===== src/rtl/response_scheduler_pkg.sv =====
// Shared state encoding, frame length and defaults for response_scheduler.
// RESPONSE_CHECKSUM_EN selects three-byte frames (code, data, code^data).
package response_scheduler_pkg;

`ifdef RESPONSE_CHECKSUM_EN
    localparam int unsigned RESPONSE_FRAME_BYTES = 32'd3;

    typedef enum logic [2:0] {
        ST_IDLE      = 3'd0,
        ST_SEND_CODE = 3'd1,
        ST_WAIT_CODE = 3'd2,
        ST_SEND_DATA = 3'd3,
        ST_WAIT_DATA = 3'd4,
        ST_SEND_SUM  = 3'd5,
        ST_WAIT_SUM  = 3'd6
    } state_t;
`else
    localparam int unsigned RESPONSE_FRAME_BYTES = 32'd2;

    typedef enum logic [2:0] {
        ST_IDLE      = 3'd0,
        ST_SEND_CODE = 3'd1,
        ST_WAIT_CODE = 3'd2,
        ST_SEND_DATA = 3'd3,
        ST_WAIT_DATA = 3'd4
    } state_t;
`endif

    localparam int unsigned DEFAULT_TIMEOUT_CYCLES = 32'd100000;

    function automatic logic [7:0] frame_checksum(input logic [7:0] code, input logic [7:0] data);
        return code ^ data;
    endfunction

endpackage


===== src/rtl/response_scheduler_arbiter.sv =====
// Combinational round-robin pick: the valid requester closest above last_grant_i,
// wrapping at NUM_REQ, plus a flag saying whether anything is pending.
module round_robin_arbiter #(
    parameter int unsigned NUM_REQ = 32'd4,
    parameter int unsigned GW      = 32'd2
) (
    input  logic [NUM_REQ-1:0] req_valid_i,
    input  logic [GW-1:0]      last_grant_i,
    output logic [GW-1:0]      grant_o,
    output logic               valid_o
);
    int unsigned dist_s;
    int unsigned best_dist_s;
    logic        take_s;

    // Smallest upward distance from last_grant_i wins; distance 0 is the requester just after it.
    always_comb begin
        grant_o     = '0;
        valid_o     = 1'b0;
        dist_s      = 32'd0;
        best_dist_s = NUM_REQ;
        take_s      = 1'b0;
        for (int unsigned i = 32'd0; i < NUM_REQ; i++) begin
            dist_s      = (i + NUM_REQ - 32'(last_grant_i) - 32'd1) % NUM_REQ;
            take_s      = req_valid_i[i] && (dist_s < best_dist_s);
            best_dist_s = take_s ? dist_s : best_dist_s;
            grant_o     = take_s ? GW'(i) : grant_o;
            valid_o     = valid_o | take_s;
        end
    end

endmodule


===== src/rtl/response_scheduler.sv =====
// Round-robin scheduler sharing one UART transmitter between NUM_REQ response sources.
// Build option RESPONSE_CHECKSUM_EN appends a code^data checksum byte to every frame.
module response_scheduler
    import response_scheduler_pkg::*;
#(
    parameter int unsigned NUM_REQ        = 32'd4,
    parameter int unsigned TIMEOUT_CYCLES = DEFAULT_TIMEOUT_CYCLES,
    localparam int unsigned GW = (NUM_REQ > 32'd2) ? $clog2(NUM_REQ) : 32'd1
) (
    input  logic                 clock,
    input  logic                 reset,
    input  logic [NUM_REQ-1:0]   req_valid,
    input  logic [8*NUM_REQ-1:0] req_code,
    input  logic [8*NUM_REQ-1:0] req_data,
    output logic [NUM_REQ-1:0]   req_ack,
    output logic                 tx_start,
    output logic [7:0]           tx_byte,
    input  logic                 tx_done,
    output logic                 busy,
    output logic [GW-1:0]        grant_id,
    output logic                 timeout_error
);
    localparam int unsigned        CW = (TIMEOUT_CYCLES > 32'd0) ? $clog2(TIMEOUT_CYCLES + 32'd1) : 32'd1;
    localparam logic [CW-1:0]      WDOG_LIMIT     = CW'(TIMEOUT_CYCLES);
    localparam logic [CW-1:0]      WDOG_ONE       = CW'(1);
    localparam logic [NUM_REQ-1:0] ACK_ONE        = NUM_REQ'(1);
    localparam logic [GW-1:0]      LAST_GRANT_RST = GW'(NUM_REQ - 32'd1);
    localparam bit                 WDOG_EN        = (TIMEOUT_CYCLES != 32'd0);

    state_t             state_q;
    logic [GW-1:0]      last_grant_q;
    logic [GW-1:0]      grant_id_q;
    logic [GW-1:0]      arb_grant_s;
    logic               arb_valid_s;
    logic [7:0]         code_q;
    logic [7:0]         data_q;
    logic [7:0]         tx_byte_q;
    logic [NUM_REQ-1:0] req_ack_q;
    logic               tx_start_q;
    logic               busy_q;
    logic               timeout_error_q;
    logic [CW-1:0]      wdog_q;
    logic [CW-1:0]      wdog_d;
    logic               wdog_expire_s;

    round_robin_arbiter #(
        .NUM_REQ (NUM_REQ),
        .GW      (GW)
    ) u_arbiter (
        .req_valid_i  (req_valid),
        .last_grant_i (last_grant_q),
        .grant_o      (arb_grant_s),
        .valid_o      (arb_valid_s)
    );

    // Saturating wait count; expiry fires on the cycle the count reaches the limit, so the
    // registered timeout_error lands exactly TIMEOUT_CYCLES cycles after tx_start.
    always_comb begin
        wdog_d        = (wdog_q == {CW{1'b1}}) ? wdog_q : (wdog_q + WDOG_ONE);
        wdog_expire_s = WDOG_EN && (wdog_d == WDOG_LIMIT);
    end

    // Frame sequencer: grant and latch, then one SEND/WAIT pair per byte; tx_done beats expiry.
    always_ff @(posedge clock) begin
        if (reset) begin
            state_q         <= ST_IDLE;
            last_grant_q    <= LAST_GRANT_RST;
            grant_id_q      <= '0;
            code_q          <= 8'h00;
            data_q          <= 8'h00;
            tx_byte_q       <= 8'h00;
            req_ack_q       <= '0;
            tx_start_q      <= 1'b0;
            busy_q          <= 1'b0;
            timeout_error_q <= 1'b0;
            wdog_q          <= '0;
        end else begin
            req_ack_q       <= '0;
            tx_start_q      <= 1'b0;
            timeout_error_q <= 1'b0;
            case (state_q)
                ST_IDLE: begin
                    if (arb_valid_s) begin
                        last_grant_q <= arb_grant_s;
                        grant_id_q   <= arb_grant_s;
                        code_q       <= req_code[{arb_grant_s, 3'b000} +: 8];
                        data_q       <= req_data[{arb_grant_s, 3'b000} +: 8];
                        req_ack_q    <= ACK_ONE << arb_grant_s;
                        busy_q       <= 1'b1;
                        state_q      <= ST_SEND_CODE;
                    end else begin
                        busy_q <= 1'b0;
                    end
                end
                ST_SEND_CODE: begin
                    tx_start_q <= 1'b1;
                    tx_byte_q  <= code_q;
                    wdog_q     <= '0;
                    state_q    <= ST_WAIT_CODE;
                end
                ST_WAIT_CODE: begin
                    if (tx_done) begin
                        state_q <= ST_SEND_DATA;
                    end else if (wdog_expire_s) begin
                        timeout_error_q <= 1'b1;
                        busy_q          <= 1'b0;
                        state_q         <= ST_IDLE;
                    end else begin
                        wdog_q <= wdog_d;
                    end
                end
                ST_SEND_DATA: begin
                    tx_start_q <= 1'b1;
                    tx_byte_q  <= data_q;
                    wdog_q     <= '0;
                    state_q    <= ST_WAIT_DATA;
                end
                ST_WAIT_DATA: begin
                    if (tx_done) begin
`ifdef RESPONSE_CHECKSUM_EN
                        state_q <= ST_SEND_SUM;
`else
                        busy_q  <= 1'b0;
                        state_q <= ST_IDLE;
`endif
                    end else if (wdog_expire_s) begin
                        timeout_error_q <= 1'b1;
                        busy_q          <= 1'b0;
                        state_q         <= ST_IDLE;
                    end else begin
                        wdog_q <= wdog_d;
                    end
                end
`ifdef RESPONSE_CHECKSUM_EN
                ST_SEND_SUM: begin
                    tx_start_q <= 1'b1;
                    tx_byte_q  <= frame_checksum(code_q, data_q);
                    wdog_q     <= '0;
                    state_q    <= ST_WAIT_SUM;
                end
                ST_WAIT_SUM: begin
                    if (tx_done) begin
                        busy_q  <= 1'b0;
                        state_q <= ST_IDLE;
                    end else if (wdog_expire_s) begin
                        timeout_error_q <= 1'b1;
                        busy_q          <= 1'b0;
                        state_q         <= ST_IDLE;
                    end else begin
                        wdog_q <= wdog_d;
                    end
                end
`endif
                default: begin
                    busy_q  <= 1'b0;
                    state_q <= ST_IDLE;
                end
            endcase
        end
    end

    assign req_ack       = req_ack_q;
    assign tx_start      = tx_start_q;
    assign tx_byte       = tx_byte_q;
    assign busy          = busy_q;
    assign grant_id      = grant_id_q;
    assign timeout_error = timeout_error_q;

endmodule


===== config.mk =====
export PLATFORM = sky130hd
export DESIGN_NAME = response_scheduler
export DESIGN_NICKNAME = d
export VERILOG_FILES = /design/src/rtl/response_scheduler_pkg.sv /design/src/rtl/response_scheduler_arbiter.sv /design/src/rtl/response_scheduler.sv
export SDC_FILE = /design/constraint.sdc
export NUM_CORES = 1
export LEC_CHECK = 0
export ABC_AREA = 1
export CORE_ASPECT_RATIO = 1.75
export CORE_UTILIZATION = 55
export DETAILED_ROUTE_END_ITERATION = 12
export MAX_ROUTING_LAYER = met4
export PLACE_DENSITY = 0.87
export SYNTH_ARGS = -nofsm -noshare
export SYNTH_HDL_FRONTEND = slang
export SYNTH_SLANG_ARGS = --single-unit

===== constraint.sdc =====
create_clock -name clock -period 11.4 [get_ports clock]
set_clock_uncertainty 0.15 [all_clocks]
set_input_delay 2.85 -clock clock [delete_from_list [all_inputs] [get_ports clock]]
set_output_delay 2.85 -clock clock [all_outputs]
set_load 0.05 [all_outputs]

==> Word level (Yosys, flattened, before mapping) <==
Index checks and enable logic that the tools add are counted.
{ "totals": {"regBits": 55, "inputBits": 71, "out_inout_bits": 17, "wordCells": 81} }
{ "classes": {"n_addsub": 9, "n_lt_le_gt_ge": 4, "n_eq_ne": 10, "n_shift": 3, "mux": 23, "bitwise": 7, "reduce_logical": 14} }
{ "ops": {"columns": ["cell", "count"], "rows": [
  ["2-bit by 32-bit less-than comparator with 1-bit output", 3],
  ["32-bit 2-to-1 mux", 2],
  ["32-bit by 6-bit indexed part select with 8-bit output", 2],
  ["17-bit 2-to-1 mux", 3],
  ["17-bit == test (second input constant)", 2],
  ["17-bit case mux with 2 select lines", 1],
  ["17-bit by 1-bit adder with 17-bit output (second input constant)", 1],
  ["8-bit case mux with 2 select lines", 1],
  ["3-bit 2-to-1 mux", 5],
  ["3-bit case mux with 5 select lines", 1],
  ["2-bit inequality test (second input constant)", 4],
  ["2-bit by 1-bit subtractor with 2-bit output (second input constant)", 4],
  ["1-bit 2-to-1 mux", 7],
  ["3-bit by 2-bit == test with 1-bit output (second input constant)", 2],
  ["3-bit OR reduction", 2],
  ["1-bit logical AND", 4],
  ["2-bit 2-to-1 mux", 2],
  ["1-bit inverter", 4],
  ["1-bit case mux with 4 select lines", 1],
  ["2-bit AND reduction", 2],
  ["2-bit nonzero test", 2],
  ["2-bit OR reduction", 2],
  ["1-bit by 2-bit << shifter with 4-bit output (first input constant)", 1],
  ["1-bit by 2-bit subtractor with 2-bit output (first input constant)", 2],
  ["other kinds (7)", 10]
]} }

==> Depth between registers and ports, before layout <==
Gate-level depths: netlist (run 1).
{ "depth": {"word_depth": 16, "mapped_depth": 29} }

==> Cells and area by module <==
Synthesis (run 1) repeated with hierarchy kept, for this count alone.
{ "unflattened": {"hier_cells": 573, "hier_area_um2": 3579.7} }
{ "modules_own_cells": {"columns": ["module", "n_inst", "cells_per_inst", "area_each_um2", "seq_area_each_um2"], "rows": [
  ["response_scheduler", 1, 535, 3390.8, 1101.1],
  ["round_robin_arbiter", 1, 38, 188.9, 0.0]
]} }

==> Worst setup path after synthesis (run 1) <==
Ideal clock, no wire load.
{ "synth_timing": {"kind": "in2reg", "startpoint": "input port req_valid[0]", "endpoint": "register data_q[2]", "setup_time_ns": 0.109, "t_arrival_ns": 5.501, "required_time_ns": 11.141, "slack_ns": 5.640, "cell_stages": 28, "path_cell_list": "inv_1 > nor2_1 > inv_1 > ha_1 > nand2_1 > nand2_1 > nand2_1 > nand2_1 > o21ai_0 > ha_1 > nand2_1 > nand2_1 > nand2_1 > nand2_2 > nand2_1 > o21ai_0 > ha_1 > nand2_1 > nand2_1 > nand2_2 > nand2_4 > nand2_2 > buf_4 > nand2_1 > nand2_1 > nand3_1 > nand2_1 > inv_1"} }
{ "synth_via": {"elab_chain_cells": 12} }
{ "synth_rtl": {"columns": ["element", "line", "text"], "rows": [
  ["start: declaration", "response_scheduler.sv:12", "input logic [NUM_REQ-1:0] req_valid,"],
  ["1-bit logical AND (*)", "response_scheduler_arbiter.sv:25", "take_s = req_valid_i[i] && (dist_s < best_dist_s);"],
  ["3-bit 2-to-1 mux", "response_scheduler_arbiter.sv:26", "best_dist_s = take_s ? dist_s : best_dist_s;"],
  ["2-bit by 32-bit less-than comparator with 1-bit output", "response_scheduler_arbiter.sv:25", null],
  ["1-bit logical AND", "response_scheduler_arbiter.sv:25", null],
  ["32-bit 2-to-1 mux", "response_scheduler_arbiter.sv:26", null],
  ["2-bit by 32-bit less-than comparator with 1-bit output", "response_scheduler_arbiter.sv:25", null],
  ["1-bit logical AND", "response_scheduler_arbiter.sv:25", null],
  ["32-bit 2-to-1 mux", "response_scheduler_arbiter.sv:26", null],
  ["2-bit by 32-bit less-than comparator with 1-bit output", "response_scheduler_arbiter.sv:25", null],
  ["1-bit logical AND", "response_scheduler_arbiter.sv:25", null],
  ["2-bit 2-to-1 mux or 1-bit OR (tied branches)", "response_scheduler_arbiter.sv:27, response_scheduler_arbiter.sv:28", null],
  ["32-bit by 6-bit indexed part select with 8-bit output or 2-bit AND reduction (tied branches)", null, null],
  ["end signal: assignment", "response_scheduler.sv:87", "data_q <= req_data[{arb_grant_s, 3'b000} +: 8];"],
  ["end: declaration", "response_scheduler.sv:36", "logic [7:0] data_q;"]
]} }
Mark *: on every way between the ends. The rest lies on a longest branch, timed or not.
A chain may end at the register's enable or synchronous reset.

==> Final worst setup path (run 1) <==
{ "layout_timing": {"startpoint": "input port req_valid[0]", "endpoint": "register data_q[5]"} }
Same word-level chain as after synthesis.

==> summary.md, run 1 <==
| Metric | Value |
|---|---|
| Sink Count | 55 |
| Fin crit period | 6928 ps |
| Syn_area_per_cell | 6.279 um2 |
| Area delta synth->final | 25.91% |
| Finished Layout Cells | 747 |
| Crit Path Max Fanout | 34 |
| Iteration-0 DRC Markers | 239 |
| Leading cell types in the layout, fill and taps excluded | nand2_1, inv_1, clkdlybuf4s50_1 |
| Peak supply drop | 0.0003073 V |
| CTS tree | yes |
| Cell Area, Placed | 4584 um2 |
| Via density | 5.295 |
| I/O Buffers | 87 |
| Placeable Area | 6588 um2 |
| WP data required | 11460 ps |
| Routability congestion estimate | 0.9648 |
| Hold Path Class | reg -> reg |
| Pwr Total | 0.001029 W |
| CTS Hold Bufs | 0 |
| Ant. Diodes | 0 |
| WL/cell | 13.61 um |
| Vias in the first global route | 3687 |
| Critical path type | in -> reg |
| HPWL after detailed placement | 7864 um |
| I/O pin total | 88 |
| Mapped Area | 3761 um2 |
| Clk_lat worst skew | 310 ps |
| Placed Instances | 739 |
| # rows | 39 |
| Endpoints failing setup | 0 |
| R2R cell count | 25 |
| Die Ht | 111.4 um |
| Seq/Total Area, Yosys | 0.2927 |
| PwrDens | 217.3 nW/um2 |
| Vias | 3955 |
| First-pass GRT wire length | 16660 um |
| Final instance area | 4736 um2 |
| Total gr overflow | 0 |
| Post-CTS setup buffer count | 0 |
| # fillers | 573 |
| Setup TNS | 0 ps |
| GRT met1 Usage | 0.2986 |
| CP Capture Type | flop |
| Met3 global-route usage | 0.03791 |
| Hold depth | 2 |
| Net count, final | 739 |
| Largest net degree at the start of global routing | 46 |
| Initial antenna violation count | 0 |
| Relative slew slack | 0.4002 |
| DRC Markers | 0 |
| Drt pass-1 iters | 4 |
| Multi-input logic area | 2133 um2 |
| Max clock buf depth | 2 |
| P_leak | 2.143 nW |
| Gr usage total | 0.3037 |
| Hold Vio Cnt, Final | 0 |
| CTS buffer count | 5 |
| Status | completed |
| Worst slew pin tran | 898.8 ps |
| Synthesized Nets | 674 |
| Max Fclk | 144.3 MHz |
| CTS resizes | 0 |
| Max-cap violations | 0 |
| Number of synthesis warnings | 0 |
| Fin util | 0.7189 |
| Share of post-route cells with drive strength above 1 | 0.06015 |
| Met2 usage | 0.5747 |
| H-tree lvl count | 2 |
| Commonest non-fill, non-tap cell in the layout | nand2_1 |
| Register area | 1101 um2 |
| Tcrit/Tclk final | 0.6077 |
| Worst Setup Start Kind | primary input |
| Clock Tree Root | clkbuf_16 |
| Count of state elements after synthesis | 55 |
| Gate Count Post-Synth | 599 |
| RSZ-0062 raised after global routing | no |
| Netlist cell types | 37 |
| Post-route ant nets | 0 |
| Initial Util | 0.5709 |
| Die Footprint | 7186 um2 |
| Die width | 64.51 um |
| CP arrival | 6980 ps |
| Max Transition Viols Final | 0 |
| Routed WL | 10170 um |
| Gr busiest metal | met2 |
| Register clock-pin slew on the reported worst setup and hold paths | 70 ps |
==> cell families after synthesis <==
family                   share of synthesized area
buffers and inverters                       0.1401
AND/OR/NAND/NOR                             0.4348
XOR/XNOR                                   0.03493
flip-flops                                  0.2927
AO/OA/AOI/OAI                              0.08417
adder cells (fa/ha/maj)                    0.01331
==> worst max-delay path, cell delays in order <==
cell and delay [ps]:
clkdlybuf4s50_1 500, inv_1 70, nor2_1 80, inv_1 60
ha_1 270, nand2_1 60, nand2_1 50, nand2_1 70
nand2_1 100, o21ai_0 270, ha_1 290, nand2_1 70
nand2_1 50, nand2_1 70, nand2_2 90, o21ai_0 210
ha_1 270, nand2_1 70, nand2_1 60, nand2_2 280
nand2_4 220, nand2_2 520, nor2_1 80, nand2_1 80
nand3_1 90, nand2_1 90, inv_1 40
==> final cells by class <==
class                      instances  share of cell area
multi-input combinational        417              0.4505
sequential                        55              0.2325
timing repair buffer              88              0.1855
inverter                          97             0.07794
clock buffer                       5             0.02642
tap                               82             0.02166
clock inverter                     3            0.005548
==> flip-flops by register name, summed over array words and instances, names as in the netlist <==
register and count:
req_ack 4, data_q 8, last_grant_q 2, grant_id 2, state_q 3, timeout_error 1, tx_byte 8, code_q 8
wdog_q 17, busy 1, tx_start 1
==> per-stage QoR <==
stage	worst slack, ps	hold slack, ps
after global routing	4040	351.9
after floorplan	5640	304.0
after global placement	4490	308.7
after CTS	4533	327.3
after detailed placement	4217	321.2
final	4472	324.2
==> metal layers <==
layer / wire [um] / vias up
met3: 381 / 19
met4: 326 / 0
li1: - / 2042
met2: 5684 / 109
met5: 0 / -
met1: 3776 / 1785
==> synth_stat cells, drive strengths merged <==
master	count	area [um2]
a21oi	31	158.9
a221oi	3	26.28
a31oi	4	25.02
buf	13	93.84
clkbuf	17	63.81
clkinv	1	8.760
dfxtp	55	1101
ha	4	50.05
inv	96	360.3
nand2	128	528.0
nand3	81	422.9
nand3b	16	120.1
nand4	15	93.84
nor2	93	381.6
nor3	7	45.04
nor3b	1	12.51
nor4	1	6.260
o2111ai	7	61.31
o211ai	1	7.510
o21ai	4	20.02
o221ai	2	17.52
or2	4	25.02
xnor2	6	52.55
xor2	9	78.83
==> report_power, final <==
| part | total [W] | switching, W | leakage [nW] | internal [W] |
|---|---|---|---|---|
| Sequential | 0.000264 | 0.0000252 | 0.450 | 0.000239 |
| Combinational | 0.000605 | 0.000410 | 1.62 | 0.000195 |
| Clock | 0.000161 | 0.0000771 | 0.0748 | 0.0000836 |
| Total | 0.00103 | 0.000512 | 2.14 | 0.000517 |
==> path summary, 6_finish.rpt <==
| path | from | end | slack [ps] |
|---|---|---|---|
| min reg2reg | code_q[0] | tx_byte[0] | 320 |
| max reg2reg | last_grant_q[1] | data_q[5] | 7020 |
| max | req_valid[0] | data_q[5] | 4470 |
| min | code_q[0] | tx_byte[0] | 320 |
Note: power is estimated with default switching activity, not from simulation.
==> inputs of run 2 (changes only) <==
Settings changed: CORE_UTILIZATION 55 to 46, PLACE_DENSITY 0.87 to 0.77.
Clock period 11.4 ns to 5.7 ns, I/O delays scaled along.
==> summary.md, run 2 (synthesized netlist as in run 1, its figures left out) <==
| Metric | Value |
|---|---|
| Setup ws final | 575.6 ps (-3896 ps) |
| Sink Count | 55 (unchanged) |
| Finished Layout Cells | 757 (+1.3%) |
| Tcrit/Tclk final | 0.8990 |
| GRT met1 Usage | 0.2540 (-0.04462) |
| Largest net degree at the start of global routing | 42 (-8.7%) |
| RR Endpoint | code_q[0] |
| Status | completed |
| Register-to-register setup slack | 1730 ps (-5290 ps) |
| Fin crit period | 5124 ps |
| Total gr overflow | 0 (unchanged) |
| Critical path type | in -> reg |
| Hold Vio Cnt, Final | 0 (unchanged) |
| Routability congestion estimate | 0.9263 (-4.0%) |
| Multi-input logic area | 2138 um2 (+0.23%) |
| Worst Hold Endpoint | grant_id[0] |
| Endpoints failing setup | 0 (unchanged) |
| Crit Path Max Fanout | 19 (-44%) |
| I/O pin total | 88 (unchanged) |
| WP data required | 5750 ps (-5710 ps) |
| Post-route ant nets | 0 (unchanged) |
| Setup TNS | 0 ps (unchanged) |
| Commonest non-fill, non-tap cell in the layout | nand2_1 |
| Worst r2r src | last_grant_q[1] |
| RSZ-0062 raised after global routing | no |
| Worst path slowest cell | clkdlybuf4s50_1 |
| Clock Tree Root | clkbuf_16 |
| Iteration-0 DRC Markers | 204 (-15%) |
| Die Ht | 121.6 um (+9.2%) |
| Top cell by count, worst path | nand2_1 |
| CTS resizes | 0 (unchanged) |
| Worst Setup Start Kind | primary input |
| Register area | 1101 um2 (unchanged) |
| Gr busiest metal | met2 |
| Slowest stage delay, CP | 520 ps (about the same) |
| HPWL after detailed placement | 7775 um (-1.1%) |
| Die Footprint | 8557 um2 (+19%) |
| H-tree lvl count | 2 (unchanged) |
| Placed Instances | 749 (+1.4%) |
| Post-CTS setup buffer count | 0 (unchanged) |
| CTS buffer count | 5 (unchanged) |
| Relative slew slack | 0.3705 (-0.02963) |
| CP Capture Type | flop |
| # rows | 43 (+10%) |
| CP arrival | 5180 ps (-1800 ps) |
| Area delta synth->final | 26.61% |
| Clk_lat worst skew | 300 ps (about the same) |
| Ant. Diodes | 0 (unchanged) |
| CTS tree | yes |
| Initial antenna violation count | 0 (unchanged) |
| Hold Path Class | reg -> reg |
| WL/cell | 13.31 um (-2.2%) |
| Worst slew pin tran | 943.1 ps (+44.40 ps) |
| Hold Crit Start | grant_id[0] |
| Hold depth | 2 (unchanged) |
| Max Fclk | 195.1 MHz |
| Die width | 70.36 um (+9.1%) |
| Drt pass-1 iters | 4 (unchanged) |
| Peak supply drop | 0.0003885 V (+26%) |
| CTS Hold Bufs | 0 (unchanged) |
| First-pass GRT wire length | 16780 um (+0.70%) |
| Met3 global-route usage | 0.02316 (-0.01475) |
| Register clock-pin slew on the reported worst setup and hold paths | 70 ps (about the same) |
| Routed WL | 10080 um (-0.89%) |
| Placeable Area | 7909 um2 (+20%) |
| Most flop-heavy register | wdog_q |
| Gr usage total | 0.2503 (-0.05340) |
| Placement Setup Slack | 182.9 ps (-4034 ps) |
| PwrDens | 434.5 nW/um2 (+100%) |
| DRC Markers | 0 (unchanged) |
| # fillers | 757 (+32%) |
| Net count, final | 741 (+0.27%) |
| Max-cap violations | 0 (unchanged) |
| Met2 usage | 0.4756 (-0.09914) |
| I/O Buffers | 87 (unchanged) |
| Hold slack final | 318.4 ps (-5.798 ps) |
| Max reg flops | 17 (unchanged) |
| Vias | 3935 (-0.51%) |
| Via density | 5.198 (-1.8%) |
| Vias in the first global route | 3701 (+0.38%) |
| Max Transition Viols Final | 0 (unchanged) |
| R2R cell count | 26 (+4.0%) |
| Max clock buf depth | 2 (unchanged) |
| P_leak | 2.154 nW (+0.54%) |
| Initial Util | 0.4756 (-0.09538) |
| Share of post-route cells with drive strength above 1 | 0.06297 (+0.002818) |
| Leading cell types in the layout, fill and taps excluded | nand2_1, inv_1, clkdlybuf4s50_1 |
| CP Launch Point | req_valid[0] |
## run 2: cell count changes in the layout (fill, tap and decap cells not counted)
cell	change
nand2_2	-1
nand2_4	+1
buf_4	+2
clkinv_4	-1
clkinv_2	+1
## run 2: metrics by stage
stage	cell area, um2	utilization	power (W)
CTS	4757	0.6015	0.002072
floorplan	3761	-	0.001471
global placement	4609	0.5828	0.001718
finish	4762	0.6021	0.002069
global route	4762	0.6021	0.002279
detailed placement	4609	0.5828	0.001752
## run 2: layout make-up
type                    instances  area share
multi-input cells             417      0.4490
clock inverters                 3    0.004729
well taps                      90     0.02365
repair buffers                 90      0.1876
inverters                      97     0.07751
clock buffers                   5     0.02627
flip-flops and latches         55      0.2312
## run 2: critical path: cells and delay by family
family,cells,cell delay [ps]
compound gates,2,340
fa+ha+maj,3,830
buf+inv,4,710
simple gates,19,1860
## run 2: how the worst max path moves through the flow
| stage | end | slack (ps) |
|---|---|---|
| 4_1_cts | data_q[6] | 490 |
| 5_1_grt | code_q[0] | 90 |
| 6_report | code_q[0] | 580 |
| 2_1_floorplan | data_q[2] | 1360 |
| 3_5_place_dp | data_q[6] | 180 |
| 3_3_place_gp | code_q[5] | 480 |
## run 2: layer usage
metal | up-vias | wire length (um)
met3 | 19 | 295
met4 | 0 | 370
met5 | - | 0
met1 | 1766 | 3761
met2 | 102 | 5650
li1 | 2048 | -
## run 2: where the power goes
| part | switching (W) | internal [W] |
|---|---|---|
| sequential | 0.0000510 | 0.000477 |
| clock | 0.000149 | 0.000166 |
| combinational | 0.000819 | 0.000408 |
==> RTL change 1, RTL diff (flow settings as in run 2) <==
Re-encode `state_t` (5 states) as one-hot, 5 bits wide.
--- a/src/rtl/response_scheduler_pkg.sv
+++ b/src/rtl/response_scheduler_pkg.sv
@@ -18,10 +18,10 @@
     localparam int unsigned RESPONSE_FRAME_BYTES = 32'd2;
 
-    typedef enum logic [2:0] {
-        ST_IDLE      = 3'd0,
-        ST_SEND_CODE = 3'd1,
-        ST_WAIT_CODE = 3'd2,
-        ST_SEND_DATA = 3'd3,
-        ST_WAIT_DATA = 3'd4
+    typedef enum logic [4:0] {
+        ST_IDLE      = 5'b00001,
+        ST_SEND_CODE = 5'b00010,
+        ST_WAIT_CODE = 5'b00100,
+        ST_SEND_DATA = 5'b01000,
+        ST_WAIT_DATA = 5'b10000
     } state_t;
 `endif
Behaviour: same outputs for any inputs over 4 cycles, from zero or initial values and one cycle with reset high; so few cycles prove little.
==> RTL change 1 against run 2 <==
  * The flow now finishes with violations (design-rule violations)
  * Cell area increased by 5.1%
  * Worst setup slack improved by 0.014 ns
  * Total power decreased by 11%
  * Routed wire length increased by 3.8%
  * Maximum frequency increased by 0.27%
  * Synthesized area increased by 0.80%
  * Sequential cell count increased by 2
  * Worst hold slack got worse by 0.0058 ns
  * Combinational power decreased by 38%
  * Critical path type unchanged
  * Critical endpoint is now data_q[0]$_SDFFE_PP0P_
==> RTL change 1: results (changes against run 2) <==
- The final reports fail on design-rule violations.
- DRT Wirelength: 10.5 mm (+3.8%)
- The fraction of final layout cells sized beyond drive strength 1 came to 0.0653 (+0.00237).
* Sequential fraction of the synthesis area: 0.301 (+0.00824)
- Most frequent cells after synthesis: nand2_1, nor2_1, inv_1
- Warning count from the yosys run: 0 (unchanged)
- Slew @ Worst Pin: 0.695 ns (-0.248 ns)
* Final instance count without filler cells: 794 (+4.9%)
- Number of instances in the placed design: 779 (+4.0%)
* Maximum vdd drop: 0.253 mV (-35%)
- The largest net degree at the start of global routing was 44 (+4.8%).
- The run finished, with violations left.
- Overall routing resource usage: 0.268 (+0.0177)
* Fillers: 772 (+2.0%)
- Vias: 4100 (+4.2%)
- The deepest level of the CTS H-tree is 3 (+1).
- The initial antenna violation count was 0 (unchanged).
* Post-placement worst setup slack: 0.264 ns (+0.0807 ns)
* Count of unresolved DRC violations after routing: 4 (+4)
- Cell types with the largest area share after synthesis: dfxtp_1, nand2_1, nand3_1
- The clock latency on the worst-skew pair was 0.33 ns (+0.03 ns).
* Number of detailed-route iterations in the first pass: 8 (+4)
- The average cell area after synthesis is 6.11 um2 (-2.6%).
* Relative slew margins: 0.535 (+0.164)
* Last weighted congestion value of the routability-driven placer: 0.883 (-4.6%)
- The detailed placer's ending HPWL came to 8.16 mm (+4.9%).
- Hold Fails Final Rpt: 0 (unchanged)
- The share of async-settable or async-resettable flops after synthesis came to 0 (unchanged).
* Static Leakage: 2.30 nW (+7.0%)
* Antenna diode count: 0 (unchanged)
- The worst-path maximum fanout was 19 (unchanged).
- Internal Pwr Total: 0.00113 W (+7.7%)
- Worst-path clk slew: 0.05 ns (-0.02 ns)
- Data arrival time of the worst path: 5.19 ns (about the same)
- The detailed router's first-iteration violation count came to 169 (-17%).
- Number of max-slew violations in the final report: 0 (unchanged)
- The wire length of the first global-routing pass was 17.8 mm (+5.9%).
- The number of clock buffers inserted by TritonCTS came to 9 (+4).
- The number of input and output port buffers inserted is 87 (unchanged).
- Net Count, Synth: 695 (+3.1%)
-- RTL change 1: layer usage --
| layer | global-route usage | vias up | share of wire |
|---|---|---|---|
| li1 | - | 2118 | - |
| met1 | 0.249 | 1813 | 0.36 |
| met2 | 0.510 | 130 | 0.56 |
| met3 | 0.0480 | 39 | 0.041 |
| met4 | 0.148 | 0 | 0.042 |
| met5 | - | - | 0 |
-- RTL change 1: worst paths after layout --
check	from	end	slack, ns
worst min-delay path	data_q[6]$_SDFFE_PP0P_	tx_byte[6]$_SDFFE_PP0P_	0.31
worst min register to register	data_q[6]$_SDFFE_PP0P_	tx_byte[6]$_SDFFE_PP0P_	0.31
worst max register to register	last_grant_q[1]$_SDFFE_PP1P_	data_q[0]$_SDFFE_PP0P_	1.65
worst max-delay path	req_valid[0]	data_q[0]$_SDFFE_PP0P_	0.59
-- RTL change 1: worst max-delay path, cell delays in order --
cell             delay, ns
clkdlybuf4s50_1       0.50
inv_1                 0.06
nor2_1                0.09
inv_1                 0.06
ha_1                  0.28
nand2_1               0.07
nand2_1               0.05
nand2_1               0.07
nand2_1               0.10
o21ai_0               0.23
ha_1                  0.27
nand2_1               0.06
nand2_1               0.04
nand2_1               0.05
nand2_1               0.12
o21ai_0               0.22
ha_1                  0.26
nand2_1               0.07
nand2_1               0.04
nand2_1               0.08
nand2_2               0.07
buf_4                 0.24
nand2_2               0.29
nand2_1               0.10
nand2_1               0.10
nand3_1               0.10
nand2_1               0.09
inv_1                 0.04
-- RTL change 1: power by group through the flow --
stage	clock network [W]	logic [W]	registers, W
detailed placement	0	0.000760	0.000514
finish	0.000562	0.000768	0.000508
global route	0.000588	0.000868	0.000516
global placement	0	0.000740	0.000511
CTS	0.000569	0.000766	0.000507
floorplan	0	0.000497	0.000566
-- RTL change 1: kinds of logic (layout without fill, tap and decap cells) --
group,after synthesis,count (layout),synth area share
buffers and inverters,122,206,0.131
DFF,57,57,0.301
AOI/OAI and AO/OA,53,53,0.0713
and+or+nand+nor,373,373,0.458
xor gates and xnor gates,11,11,0.0254
adders and majority gates,4,4,0.0132
-- RTL change 1: cell type report --
cell class / instances / area share
Sequential cell: 57 / 0.228
Timing Repair Buffer: 93 / 0.183
Clock inverter: 3 / 0.0130
Inverter: 98 / 0.0740
Multi-Input combinational cell: 441 / 0.430
Clock buffer: 12 / 0.0492
Tap cell: 90 / 0.0225
-- RTL change 1: metrics by stage --
stage | power, W | cell area, um2 | util | hold slack (ns)
after floorplan | 0.00106 | 3790 | - | 0.289
after global placement | 0.00125 | 4690 | 0.589 | 0.302
after detailed placement | 0.00127 | 4690 | 0.589 | 0.305
after CTS | 0.00184 | 5000 | 0.629 | 0.311
after global routing | 0.00197 | 5000 | 0.629 | 0.340
final | 0.00184 | 5000 | 0.629 | 0.313
==> RTL change 2, RTL diff (settings of run 2) <==
Made on the original files. `NUM_REQ` is set to 32'd4 in 2 places; all go to 32'd2.
--- a/src/rtl/response_scheduler_arbiter.sv
+++ b/src/rtl/response_scheduler_arbiter.sv
@@ -2,5 +2,5 @@
 // wrapping at NUM_REQ, plus a flag saying whether anything is pending.
 module round_robin_arbiter #(
-    parameter int unsigned NUM_REQ = 32'd4,
+    parameter int unsigned NUM_REQ = 32'd2,
     parameter int unsigned GW      = 32'd2
 ) (
--- a/src/rtl/response_scheduler.sv
+++ b/src/rtl/response_scheduler.sv
@@ -4,5 +4,5 @@
     import response_scheduler_pkg::*;
 #(
-    parameter int unsigned NUM_REQ        = 32'd4,
+    parameter int unsigned NUM_REQ        = 32'd2,
     parameter int unsigned TIMEOUT_CYCLES = DEFAULT_TIMEOUT_CYCLES,
     localparam int unsigned GW = (NUM_REQ > 32'd2) ? $clog2(NUM_REQ) : 32'd1
Ports: changed (5 resized); port bits go from 88 to 51. The function was not compared with the original's and may differ.
==> RTL change 2 against run 2 <==
  * Synthesized cell count decreased by 26%
  * Synthesized area is 22% lower
  * Sequential cell count is 4 lower
  * Utilization fell by 3.0 points
  * Worst setup slack better by 1.7 ns
  * Combinational power decreased by 38%
  * Cell area is 26% lower
  * Worst hold slack better by 0.010 ns
  * Routed wire length decreased by 31%
  * Total power is 20% lower
  * Sequential power grew 12%
  * Via count down 27%
  * Critical path type unchanged
  * Largest cell class unchanged
  * Largest power group unchanged
==> RTL change 2: results (changes against run 2) <==
- Drt wl/cell: 12.5 um (-6.0%)
* Largest register FFs: 17 (unchanged)
- HPWL after DPL: 5.38 mm (-31%)
- The clock transition time at the flip-flop clock pins of the worst setup and hold paths was 0.09 ns (+0.02 ns).
* Via count of the first global-routing pass: 2861 (-23%)
- The worst-path maximum fanout is 31 (+12).
- Min-Delay Startpoint: code_q[4]$_SDFFE_PP0P_
- Overall routing resource usage: 0.229 (-0.0209)
- The worst hold-check slack came to 0.329 ns (+0.0103 ns).
* Number of nets in the finished design: 516 (-30%)
- The number of cells produced by synthesis came to 441 (-26%).
* First-pass GRT wire length: 12.2 mm (-28%)
* Maximum number of pins on one net before global-route repair: 35 (-17%)
- Share of final-layout standard cells stronger than drive strength 1: 0.0772 (+0.0143)
- The path with the worst hold slack has its endpoint at tx_byte[4]$_SDFFE_PP0P_.
- The routability congestion estimate came to 0.916 (-1.1%).
- The run finished with clean final reports.
* Count of distinct cell types in the synthesized netlist: 30 (-19%)
- The setup slack of the worst register-to-register path came to 2.71 ns (+0.98 ns).
- Critical Path Source: reset
* Fillers: 632 (-17%)
- Post-Place Cell Area: 3410 um2 (-26%)
* Worst Reg2Reg Path Length in Cells: 15 (-42%)
- Post-placement worst setup slack: 2.00 ns (+1.82 ns)
- Number of instances in the placed design: 551 (-26%)
- Following the worst setup path forward leads to its endpoint at data_q[0]$_SDFFE_PP0P_.
* Number of input and output port buffers inserted: 50 (-43%)
- The final critical-path required period was 3.38 ns (-1.75 ns).
- The static leakage is 1.45 nW (-32%).
- The relative max-transition margin was 0.230 (-0.140).
* Number of DRC markers after the initial detailed-route iteration: 151 (-26%)
- By area the synthesized netlist is led by dfxtp_1, nand2_1, nor2_1.
- More flip-flops sit in one register than any other, and that register is wdog_q.
- The worst register-to-register path begins at wdog_q[0]$_SDFFE_PP0P_.
* Terminus of the critical flop-to-flop path: wdog_q[5]$_SDFFE_PP0P_
- Sequential fraction of the synthesis area: 0.350 (+0.0575)
* Clock root cell: clkbuf_8
* Per-cell via count in the routed design: 5.16 (-0.65%)
- DRT Wirelength: 7.00 mm (-31%)
- Data arrival time of the worst path: 3.46 ns (-1.72 ns)
- After synthesis, the most frequently instantiated cells are nand2_1, dfxtp_1, nor2_1.
- Net Count, Synth: 479 (-29%)
-- RTL change 2: changes by cell type in the layout (fill, tap and decap cells not counted), moves of 7 or more --
cell,delta
nor2_1,-39
nand3b_1,-15
o2111ai_1,-7
nand3_2,+14
o21ai_0,+15
a31oi_1,+21
nand2_1,+32
xor2_1,-7
nand3_1,-60
inv_1,-64
clkdlybuf4s50_1,-37
a21oi_1,-9
-- RTL change 2: critical path: stages --
cell and delay, ns:
clkdlybuf4s50_1 0.78, inv_1 0.82, o21ai_0 0.23, a31oi_1 0.18
-- RTL change 2: final cells by class --
| cell class | instances | area [um2] | share of cell area |
|---|---|---|---|
| Multi-Input combinational cell | 339 | 1670 | 0.471 |
| Sequential cell | 51 | 1020 | 0.289 |
| Timing Repair Buffer | 50 | 500 | 0.141 |
| Inverter | 31 | 116 | 0.0329 |
| Tap cell | 80 | 100 | 0.0283 |
| Clock buffer | 6 | 72.6 | 0.0205 |
| Clock inverter | 2 | 60.1 | 0.0170 |
-- RTL change 2: where the power goes --
part,switching [W],internal (W),total (W)
clock network,0.000119,0.000175,0.000294
logic,0.000489,0.000279,0.000768
registers,0.000111,0.000479,0.000590
total,0.000719,0.000933,0.00165
-- RTL change 2: kinds of logic after synthesis --
logic type	Yosys count	synth area share
simple gates	262	0.415
compound gates	70	0.135
buf+inv	51	0.0777
flops	51	0.350
xor+xnor	6	0.0180
fa+ha+maj	1	0.00429
-- RTL change 2: metal layers --
metal  part of all wire  up-vias  GRT usage
met5                  0        -          -
met2               0.56       62      0.449
met4              0.041        0      0.123
li1                   -     1513          -
met3              0.020       24     0.0244
met1               0.38     1288      0.215
